<file path="src/rtl/instruction_encoder.sv">
// instruction_encoder: encodes structured MIPS instruction requests into 32-bit
// words and streams them into instruction memory through a one-cycle write stage.
module instruction_encoder #(
    parameter int unsigned DEPTH  = 256,
    parameter int unsigned ADDR_W = 8
) (
    input  logic              clk,
    input  logic              reset,
    input  logic              start,
    input  logic              inValid,
    output logic              inReady,
    input  logic [3:0]        op,
    input  logic [4:0]        rs,
    input  logic [4:0]        rt,
    input  logic [4:0]        rd,
    input  logic [5:0]        funct,
    input  logic [15:0]       imm,
    input  logic [25:0]       target,
    output logic              memWe,
    output logic [ADDR_W-1:0] memAddr,
    output logic [31:0]       memData,
    output logic [ADDR_W:0]   count,
    output logic              full,
    output logic              err
);

    localparam int unsigned CNT_W = ADDR_W + 1;

    typedef enum logic [1:0] {
        IDLE = 2'd0,
        LOAD = 2'd1,
        FULL = 2'd2,
        ERR  = 2'd3
    } stateT;

    stateT              state;
    stateT              stateNext;
    logic [CNT_W-1:0]   ptr;
    logic               weQ;
    logic               accept;
    logic               illegal;
    logic               lastWord;
    logic [31:0]        encoded;

    // Request decode: illegal-op detection and instruction word encoding
    always_comb begin
        encoded = '0;
        illegal = (op >= 4'd9) || ((op == 4'd0) && (funct == 6'd8));
        case (op)
            4'd0:    encoded = {6'd0, rs, rt, rd, 5'd0, funct};
            4'd1:    encoded = {6'd0, rs, 15'd0, 6'd8};
            4'd2:    encoded = {6'd4, rs, rt, imm};
            4'd3:    encoded = {6'd5, rs, rt, imm};
            4'd4:    encoded = {6'd35, rs, rt, imm};
            4'd5:    encoded = {6'd43, rs, rt, imm};
            4'd6:    encoded = {6'd8, rs, rt, imm};
            4'd7:    encoded = {6'd13, rs, rt, imm};
            4'd8:    encoded = {6'd2, target};
            default: encoded = '0;
        endcase
    end

    // start always wins over a same-cycle request
    assign accept   = (state == LOAD) && inValid && !start;
    assign lastWord = (ptr == CNT_W'(DEPTH - 1));

    // Next-state logic
    always_comb begin
        stateNext = state;
        if (start) begin
            stateNext = LOAD;
        end else begin
            case (state)
                LOAD: begin
                    if (accept) begin
                        if (illegal) begin
                            stateNext = ERR;
                        end else if (lastWord) begin
                            stateNext = FULL;
                        end
                    end
                end
                default: stateNext = state;
            endcase
        end
    end

    // State register
    always_ff @(posedge clk) begin
        if (reset) begin
            state <= IDLE;
        end else begin
            state <= stateNext;
        end
    end

    // Write pipeline and address counter
    always_ff @(posedge clk) begin
        if (reset) begin
            ptr     <= '0;
            weQ     <= 1'b0;
            memAddr <= '0;
            memData <= '0;
        end else begin
            weQ <= accept && !illegal;
            if (start) begin
                ptr <= '0;
            end else if (accept && !illegal) begin
                ptr     <= ptr + CNT_W'(1);
                memAddr <= ptr[ADDR_W-1:0];
                memData <= encoded;
            end
        end
    end

    // A start or reset in the write cycle cancels the pending write
    assign memWe   = weQ && !start && !reset;
    assign inReady = (state == LOAD);
    assign full    = (state == FULL);
    assign err     = (state == ERR);
    assign count   = ptr;

endmodule

</file>
<file path="config.mk">
export PLATFORM = sky130hd
export DESIGN_NAME = instruction_encoder
export DESIGN_NICKNAME = d
export VERILOG_FILES = /design/src/rtl/instruction_encoder.sv
export SDC_FILE = /design/constraint.sdc
export NUM_CORES = 1
export LEC_CHECK = 0
export ABC_AREA = 1
export ABC_CLOCK_PERIOD_IN_PS = 4350
export BUFFER_PORTS_ARGS = -buffer_cell sky130_fd_sc_hd__buf_2
export CAP_MARGIN = 20
export CORE_MARGIN = 10
export CORE_UTILIZATION = 51
export DETAILED_ROUTE_END_ITERATION = 16
export PLACE_DENSITY = 0.95
export RECOVER_POWER = 100
export SLEW_MARGIN = 10
export SYNTH_ARGS = -nofsm -noshare
export SYNTH_HDL_FRONTEND = slang
export SYNTH_SLANG_ARGS = --single-unit
</file>
<file path="constraint.sdc">
create_clock -name clk -period 4.35 [get_ports clk]
set_clock_uncertainty 0.1 [all_clocks]
set_input_delay 0 -clock clk [delete_from_list [all_inputs] [get_ports clk]]
set_output_delay 0 -clock clk [all_outputs]
set_load 0.01 [all_outputs]
</file>
==> results.cfg, run 1 <==
[setup_path]
worst_ep_required_time_ns = 4.49
critPathArrivalTime_ns = 3.44
cp-end-kind = register
reg2reg_setup_slack_ns = 1.05
cp_max_fo = 60
cp-start-kind = register
path_cells = clkinv_1 > nor2_1 > nand2_1 > nor2_4 > nand3_2 > nor2_1 > nand2_1 > nand2_1
cp_common_cell = nand2_1
cp_top_family = simple AND/OR/NAND/NOR gates
crit_buf_inv = 1
path_class = register to register
crit_slowest_cell = nand3_2
max_stage_delay_ns = 1.08

[drt]
via_per_inst = 5.24
drc_errors = 0
vias = 3501
wl_per_cell_um = 15.5
drt_iter0_drc = 321
drt-total-wl_um = 10400
drtAntennaViolNets = 0
dr.pass1.iters = 5

[power_and_ir_drop]
max-vdd-ir-drop_v = 0.000180
p_per_area_mw_per_mm2 = 238
p_leak_nw = 1.80
swShare_pct = 27.1
power_frac_seq_pct = 52.1
power_frac_comb_pct = 18.5
p_switching_w = 0.000248
p_int_w = 0.000669
clkPwrFrac_pct = 29.4

[sta]
fin_tns_setup_ns = 0
relSlewSlack_pct = 22.7
fin_crit_ns = 3.30
max_freq_mhz = 303
fin_crit_sh_pct = 75.8
hold_viol_final = 0
drv_slew = 0
worst_slew_pin_slew_ns = 1.16
setup_viol = 0
rsz0062_at_grt = false

[logic_synthesis]
synth-xor-area-share_pct = 0.322
syn-num-nets = 501
synth-seq-cells = 51
muxShareOfSynthArea_pct = 0
yosys.area_share.adder_pct = 0.921
synth_simple_gate_area_share_pct = 42.8
syn_area_per_cell_um2 = 6.35
syn-instance-count = 428
synth_seq_area_share_pct = 37.6
synth.distinct_cells = 26
synth_top_family_by_area = simple AND/OR/NAND/NOR gates
synth-compound-area-share_pct = 7.65
netlist_area_mm2 = 0.00272
yosys_warnings = 0

[job]
cap_violations = 0

[placed_design]
port-buffer-count = 122
place_hpwl_um = 6290
place.gp.congestion = 0.836
dp.cells = 600

[floorplanning]
rows = 26
die_area_mm2 = 0.00865
die_width_um = 93.0
core-area_mm2 = 0.00514
dieHeight_um = 93.0
initial_core_util_pct = 52.8
io_pins = 124

[cells_and_area]
final_nets = 665
syn_to_final_growth_pct = 41.8
layout-drive-gt1-share_pct = 15.0
fin_cells = 668

[global_route]
grt_overflow = 0
grt_util_all_layers_pct = 22.9
grt_max_degree = 61
grt_pass1_vias = 3432
grt_pass1_wl_um = 16300
antenna_found_initial = 5

[clock_tree]
clock_path_buffers = 2
cts_sinks = 51
cts_inserted_buffers = 5
insertion_delay_ns = 0.30
path_clk_slew_ns = 0.09
clock-root-buffer = clkbuf_8
holdBufCountCts = 55
tritoncts = built
postCtsSetupBuffers = 0
h-tree-depth = 2
cts_resized = 0

[run_status]
outcome = complete, no violations

[hold_path]
hold_class = input port to register
[worst register-to-register path, stage by stage (launching register included)]
cell,delay [ns]
dfxtp_1,0.38
clkinv_1,0.07
nor2_1,0.12
nand2_1,0.12
nor2_4,0.61
nand3_2,1.09
nor2_1,0.54
nand2_1,0.11
nand2_1,0.10
[layout make-up]
class	count	area, um2
Fill cell	408	1290
Inverter	41	156
Timing Repair Buffer	177	1100
Antenna cell	5	12.5
Clock buffer	6	72.6
Multi-Input combinational cell	316	1390
Tap cell	70	87.6
Sequential cell	51	1020
Clock inverter	2	12.5
[flip-flops by register name, indices dropped and copies added (netlist names)]
| name | count |
|---|---|
| memData | 31 |
| weQ | 1 |
| state | 2 |
| memAddr | 8 |
| count | 9 |
[path summary, 6_finish.rpt]
| kind | start | end | cells after the start |
|---|---|---|---|
| worst max-delay path | state[0] | memData[28] | 8 |
| worst min-delay path | op[2] | memData[29] | 5 |
| worst max register to register | state[0] | memData[28] | 8 |
| worst min register to register | memAddr[1] | memAddr[1] | 2 |
[metrics by stage]
step	cell area, um2	worst slack [ns]	hold slack, ns	util, %	power [W]
after floorplan	2720	2.70	0.0207	-	0.000558
after global placement	3280	1.93	0.225	63.9	0.000604
after detailed placement	3280	1.79	0.238	63.9	0.000608
after CTS	3920	1.72	0.0111	76.3	0.000911
after global routing	3850	0.703	0.0681	75.0	0.000952
final	3850	1.05	0.0276	75.0	0.000917
[cells in the mapped netlist]
cell type	n	area, um2
a21oi_1	33	165
buf_2	5	25.0
buf_4	7	52.6
buf_6	3	33.8
clkbuf_1	5	18.8
clkinv_1	1	3.75
conb_1	1	3.75
dfxtp_1	51	1020
ha_1	2	25.0
inv_1	36	135
inv_2	3	11.3
inv_4	1	6.26
nand2_1	165	619
nand2_2	1	6.26
nand2_4	1	11.3
nand3_1	45	225
nand3_4	2	35.0
nand4_1	6	37.5
nor2_1	44	165
nor2_2	3	18.8
nor2_4	3	33.8
nor3_1	1	5.00
nor4_1	1	6.26
o211ai_1	3	22.5
o21ai_0	4	20.0
xor2_1	1	8.76
[power groups by stage]
stage	clock, W	sequential [W]	combinational (W)
finish	0.000269	0.000478	0.000170
global route	0.000289	0.000479	0.000184
CTS	0.000270	0.000477	0.000164
detailed placement	0	0.000488	0.000120
global placement	0	0.000488	0.000117
floorplan	0	0.000491	0.0000674
[cells by family (layout without fill, tap and decap cells)]
family                   after synthesis  count (layout)
AND/OR/NAND/NOR                      272             272
buffers and inverters                 61             226
flip-flops                            51              51
AO/OA/AOI/OAI                         40              40
adder cells (fa/ha/maj)                2               2
other                                  1               6
XOR/XNOR                               1               1
[layout by cell type (no fill, tap or decap), drive strengths merged, types with 2 or more instances in the layout]
cell type	netlist	routed
nor2	50	50
diode	0	5
dfxtp	51	51
inv	40	39
clkinv	1	3
nand3	47	47
dlygate4sd3	0	55
ha	2	2
a21oi	33	33
clkbuf	5	58
o211ai	3	3
nand4	6	6
o21ai	4	4
buf	15	70
nand2	167	167
[per-layer routing]
metal  up-vias  global-route usage (%)  part of all wire [%]
met3        48                    6.79                   8.5
met1      1570                    23.6                    35
met4         0                    15.0                   5.3
met5         -                       0                     0
met2       213                    39.5                    51
li1       1670                       -                     -
(Power assumes the default switching activity.)
==> run 2: changes to the inputs <==
--- a/config.mk
+++ b/config.mk
@@ -6,13 +6,13 @@
 export NUM_CORES = 1
 export LEC_CHECK = 0
 export ABC_AREA = 1
-export ABC_CLOCK_PERIOD_IN_PS = 4350
+export ABC_CLOCK_PERIOD_IN_PS = 3210
 export BUFFER_PORTS_ARGS = -buffer_cell sky130_fd_sc_hd__buf_2
 export CAP_MARGIN = 20
 export CORE_MARGIN = 10
-export CORE_UTILIZATION = 51
+export CORE_UTILIZATION = 47
 export DETAILED_ROUTE_END_ITERATION = 16
-export PLACE_DENSITY = 0.95
+export PLACE_DENSITY = 0.89
 export RECOVER_POWER = 100
 export SLEW_MARGIN = 10
 export SYNTH_ARGS = -nofsm -noshare
==> constraint.sdc (replaced) <==
create_clock -name clk -period 3.21 [get_ports clk]
set_clock_uncertainty 0.1 [all_clocks]
set_input_delay 0 -clock clk [delete_from_list [all_inputs] [get_ports clk]]
set_output_delay 0 -clock clk [all_outputs]
set_load 0.01 [all_outputs]
==> run 2 against run 1 <==
Net effect: die area increased by 6.6%; largest cell class unchanged; sequential share of layout area fell by 0.060 points; highest routed layer unchanged; global-route usage fell by 2.3 points; total power increased by 37%.
==> results.cfg, run 2 (synthesized netlist as in run 1, its figures left out) <==
[sta]
relSlewSlack_pct = 21.6
max_freq_mhz = 342
fin_crit_ns = 2.93
fin_tns_setup_ns = 0
setup_viol = 0
rsz0062_at_grt = false
hold_viol_final = 0
fin_crit_sh_pct = 91.2
worst_slew_pin_slew_ns = 1.18
drv_slew = 0

[power_and_ir_drop]
max-vdd-ir-drop_v = 0.000186
power_w = 0.00126
p_per_area_mw_per_mm2 = 326
p_leak_nw = 1.80

[setup_path]
rr_worst_depth = 8
cp_max_fo = 26
cp_common_cell = nor2_1
worstReg2RegEnd = memData[29]
reg2reg_setup_slack_ns = 0.63
cp-end-kind = register
cp-start-kind = input port
critPathArrivalTime_ns = 3.07
path_cells = dlygate4sd3_1 > clkbuf_1 > nor2_1 > nand2_1 > nor2_2 > nand2_1 > nand3_1 > dlygate4sd3_1 > nor2_1 > nor2_1
r2r-start = state[0]
max_stage_delay_ns = 0.86
worst_ep_required_time_ns = 3.36
path_class = input port to register
crit_slowest_cell = nor2_2

[clock_tree]
cts_resized = 0
path_clk_slew_ns = 0.10
clock-root-buffer = clkbuf_8
cts_inserted_buffers = 5
insertion_delay_ns = 0.30
h-tree-depth = 2
cts_sinks = 51
clock_path_buffers = 2
tritoncts = built

[hold_path]
hold_class = input port to register
hold_end = memData[29]
hold_start = op[2]
holdPathStages = 5

[cells_and_area]
final_nets = 667
regMostFlops = memData
largest_register_ffs = 31
fillCellCount = 507
syn_to_final_growth_pct = 42.1
layout_commonest_cell = nand2_1
layout_common_cells = nand2_1, buf_2, dlygate4sd3_1
layout-drive-gt1-share_pct = 14.8

[drt]
via_per_inst = 5.06
wl_per_cell_um = 14.8
drt_iter0_drc = 153
drc_errors = 0
drtAntennaViolNets = 0
dr.pass1.iters = 5
drt-total-wl_um = 9930
vias = 3388

[job]
cap_violations = 0

[floorplanning]
io_pins = 124
dieHeight_um = 96.0
initial_core_util_pct = 48.7
rows = 27
die_width_um = 96.0
die_area_mm2 = 0.00922
core-area_mm2 = 0.00557

[global_route]
grt_max_degree = 61
grt_pass1_vias = 3206
grt_util_all_layers_pct = 20.5
antenna_found_initial = 1
grt_pass1_wl_um = 15200
grt_overflow = 0

[placed_design]
place.gp.congestion = 0.830
place_hpwl_um = 6270
port-buffer-count = 122

[run_status]
outcome = complete, no violations
## run 2: cell count changes in the layout (fill, tap and decap cells not counted), sizes merged
cell         before  now
diode             5    2
clkinv            3    2
inv              39   40
clkinvlp          1    2
dlygate4sd3      55   56
## run 2: layout make-up
cell class              count  area, um2  share of cell area (%)
multi-input cells         316       1380                    35.8
repair buffers            179       1110                    28.8
flip-flops and latches     51       1020                    26.4
inverters                  41        156                    4.05
well taps                  72       90.1                    2.33
clock buffers               5       68.8                    1.78
clock inverters             3       23.8                   0.616
diodes                      2       5.00                   0.130
## run 2: per-stage QoR
stage | cells | hold WS (ns) | worst slack (ns) | utilization [%] | instance area (um2)
2_1_floorplan | 428 | 0.0207 | 1.56 | - | 2720
5_1_grt | 668 | 0.0430 | 0.171 | 69.2 | 3860
4_1_cts | 667 | 0.0131 | 0.507 | 70.8 | 3950
3_3_place_gp | 603 | 0.222 | 1.41 | 59.1 | 3290
6_report | 669 | 0.0150 | 0.284 | 69.3 | 3860
3_5_place_dp | 603 | 0.243 | 1.28 | 59.1 | 3290
## run 2: power breakdown
part / switching [W] / internal, W / total, W
registers: 0.00000578 / 0.000642 / 0.000647
logic: 0.000117 / 0.000112 / 0.000229
clock network: 0.000226 / 0.000156 / 0.000382
## run 2: metal layers
| layer | up-vias | GRT usage (%) | part of all wire [%] |
|---|---|---|---|
| met3 | 34 | 5.37 | 7.8 |
| met2 | 154 | 38.5 | 52 |
| met5 | - | 0 | 0 |
| met4 | 0 | 9.21 | 4.3 |
| met1 | 1527 | 20.8 | 36 |
| li1 | 1673 | - | - |
## run 2: worst max-delay path by stage
stage | start | end | slack [ns] | depth (start not counted)
global placement | op[0] | memData[7] | 1.41 | 8
CTS | op[0] | memData[8] | 0.51 | 10
finish | op[0] | memData[4] | 0.28 | 10
global route | op[0] | memData[4] | 0.17 | 10
floorplan | count[1] | state[0] | 1.56 | 9
detailed placement | op[0] | memData[8] | 1.28 | 8
## run 2: critical path: cells and delay by family
kind                   cells  cell delay [ns]
buffers and inverters      3             1.25
AND/OR/NAND/NOR            7             1.82
## run 2: timing repair
| action | in CTS | in global routing |
|---|---|---|
| hold buffers | 56 | 0 |
| hold endpoints to repair | 31 | 0 |
| setup buffers | 0 | 0 |
==> run 3: changes to the inputs <==
--- a/config.mk
+++ b/config.mk
@@ -6,13 +6,13 @@
 export NUM_CORES = 1
 export LEC_CHECK = 0
 export ABC_AREA = 1
-export ABC_CLOCK_PERIOD_IN_PS = 3210
 export BUFFER_PORTS_ARGS = -buffer_cell sky130_fd_sc_hd__buf_2
 export CAP_MARGIN = 20
+export CORE_ASPECT_RATIO = 1.75
 export CORE_MARGIN = 10
-export CORE_UTILIZATION = 47
+export CORE_UTILIZATION = 25
 export DETAILED_ROUTE_END_ITERATION = 16
-export PLACE_DENSITY = 0.89
+export PLACE_DENSITY = 0.57
 export RECOVER_POWER = 100
 export SLEW_MARGIN = 10
 export SYNTH_ARGS = -nofsm -noshare
==> run 3 against run 2 <==
Net effect: critical path depth is 1 lower; first-iteration DRC count is 30% lower; non-clock buffer count decreased by 13; highest routed layer unchanged; fmax up 13%; cell count up 6.3%; sequential share of layout area is essentially flat; combinational power down 8%.
==> results.cfg, run 3 (synthesized netlist as in run 1, its figures left out) <==
[setup_path]
critPathArrivalTime_ns = 2.65
cp_max_fo = 60
cp-start-kind = input port
worst_ep_required_time_ns = 3.28
reg2reg_setup_slack_ns = 0.77
cp-end-kind = register
path_class = input port to register

[sta]
setup_ws_ns = 0.631
hold_viol_final = 0
worst_slew_pin_slew_ns = 1.26
max_freq_mhz = 388
fin_crit_sh_pct = 80.4
rsz0062_at_grt = false
fin_tns_setup_ns = 0
drv_slew = 0
setup_viol = 0
relSlewSlack_pct = 16.1
fin_crit_ns = 2.58

[global_route]
grt_pass1_vias = 3289
antenna_found_initial = 0
grt_overflow = 0
grt_util_all_layers_pct = 12.3
grt_max_degree = 61
grt_pass1_wl_um = 15800

[cells_and_area]
fillCellCount = 1177
syn_to_final_growth_pct = 42.3
regArea_mm2 = 0.00102
multi_input_area_mm2 = 0.00140
largest_register_ffs = 31
diodes = 0
regMostFlops = memData
layout_commonest_cell = nand2_1
layout_common_cells = nand2_1, buf_2, clkbuf_1
layout-drive-gt1-share_pct = 16.0
final_nets = 654

[drt]
dr.pass1.iters = 4
vias = 3174
drtAntennaViolNets = 0
via_per_inst = 4.46
wl_per_cell_um = 14.0
drc_errors = 0
drt_iter0_drc = 107
drt-total-wl_um = 9960

[clock_tree]
postCtsSetupBuffers = 0
insertion_delay_ns = 0.28
clock_path_buffers = 2
cts_sinks = 51
tritoncts = built
cts_inserted_buffers = 5
path_clk_slew_ns = 0.07
clock-root-buffer = clkbuf_16
h-tree-depth = 2

[floorplanning]
io_pins = 124
initial_core_util_pct = 25.4
dieHeight_um = 158
rows = 50
die_width_um = 98.8
core-area_mm2 = 0.0107
die_area_mm2 = 0.0156

[power_and_ir_drop]
p_leak_nw = 1.77
p_per_area_mw_per_mm2 = 358
max-vdd-ir-drop_v = 0.000183

[job]
cap_violations = 0

[hold_path]
hold_class = input port to register

[placed_design]
place.gp.congestion = 0.779
place_hpwl_um = 7500
dp_slack_ns = 1.19
port-buffer-count = 122

[run_status]
outcome = complete, no violations
## run 3: cell types whose count changed in the layout (fill, tap and decap cells not counted), sizes merged
cell / delta
clkinvlp: -2
buf: +2
diode: -2
dlygate4sd3: -14
## run 3: what timing repair did
item / CTS / global route
setup endpoints to repair: 0 / 0
resized for setup: 0 / 0
hold endpoints to repair: 24 / 0
hold buffers: 42 / 0
## run 3: layout make-up
cell class	instances	share of cell area [%]
Multi-Input combinational cell	316	36.2
Timing Repair Buffer	166	25.4
Clock inverter	1	0.129
Clock buffer	6	3.59
Tap cell	130	4.21
Sequential cell	51	26.4
Inverter	41	4.05
## run 3: path summary, 6_finish.rpt
path	start	endpoint	depth (start not counted)
hold reg to reg	memData[23]	memData[23]	2
hold / removal	imm[2]	memData[2]	5
setup reg to reg	state[0]	memData[4]	7
setup / recovery	op[3]	memData[4]	9
## run 3: critical path, cell delays in order
cell           delay, ns
dlygate4sd3_1       0.53
buf_2               0.20
nor2_2              0.07
nand2_2             0.17
inv_4               0.09
nand3_4             0.11
nand3_2             0.95
nor2_1              0.41
nor2_1              0.08
## run 3: where the power goes
part           switching (W)  total [W]  internal, W
Combinational       0.000110   0.000210    0.0000999
Sequential        0.00000549   0.000647     0.000642
Clock               0.000221   0.000526     0.000305
Total               0.000337    0.00138      0.00105
## run 3: stage by stage
step	cells	utilization, %	cell area, um2	power [W]	hold WS (ns)
after floorplan	428	-	2720	0.000756	0.0207
after global placement	662	31.5	3370	0.000830	0.223
after detailed placement	662	31.5	3370	0.000832	0.231
after CTS	711	36.8	3940	0.00141	0.00117
after global routing	711	36.1	3870	0.00146	0.0376
final	711	36.1	3870	0.00138	0.00332
## run 3: metal layers
layer  global-route usage, %  up-vias  share of wire (%)
met5                       0        -                  0
met4                    5.41        0                2.5
met3                    2.40       16                4.1
met2                    23.3       82                 55
met1                    12.5     1438                 38
li1                        -     1638                  -
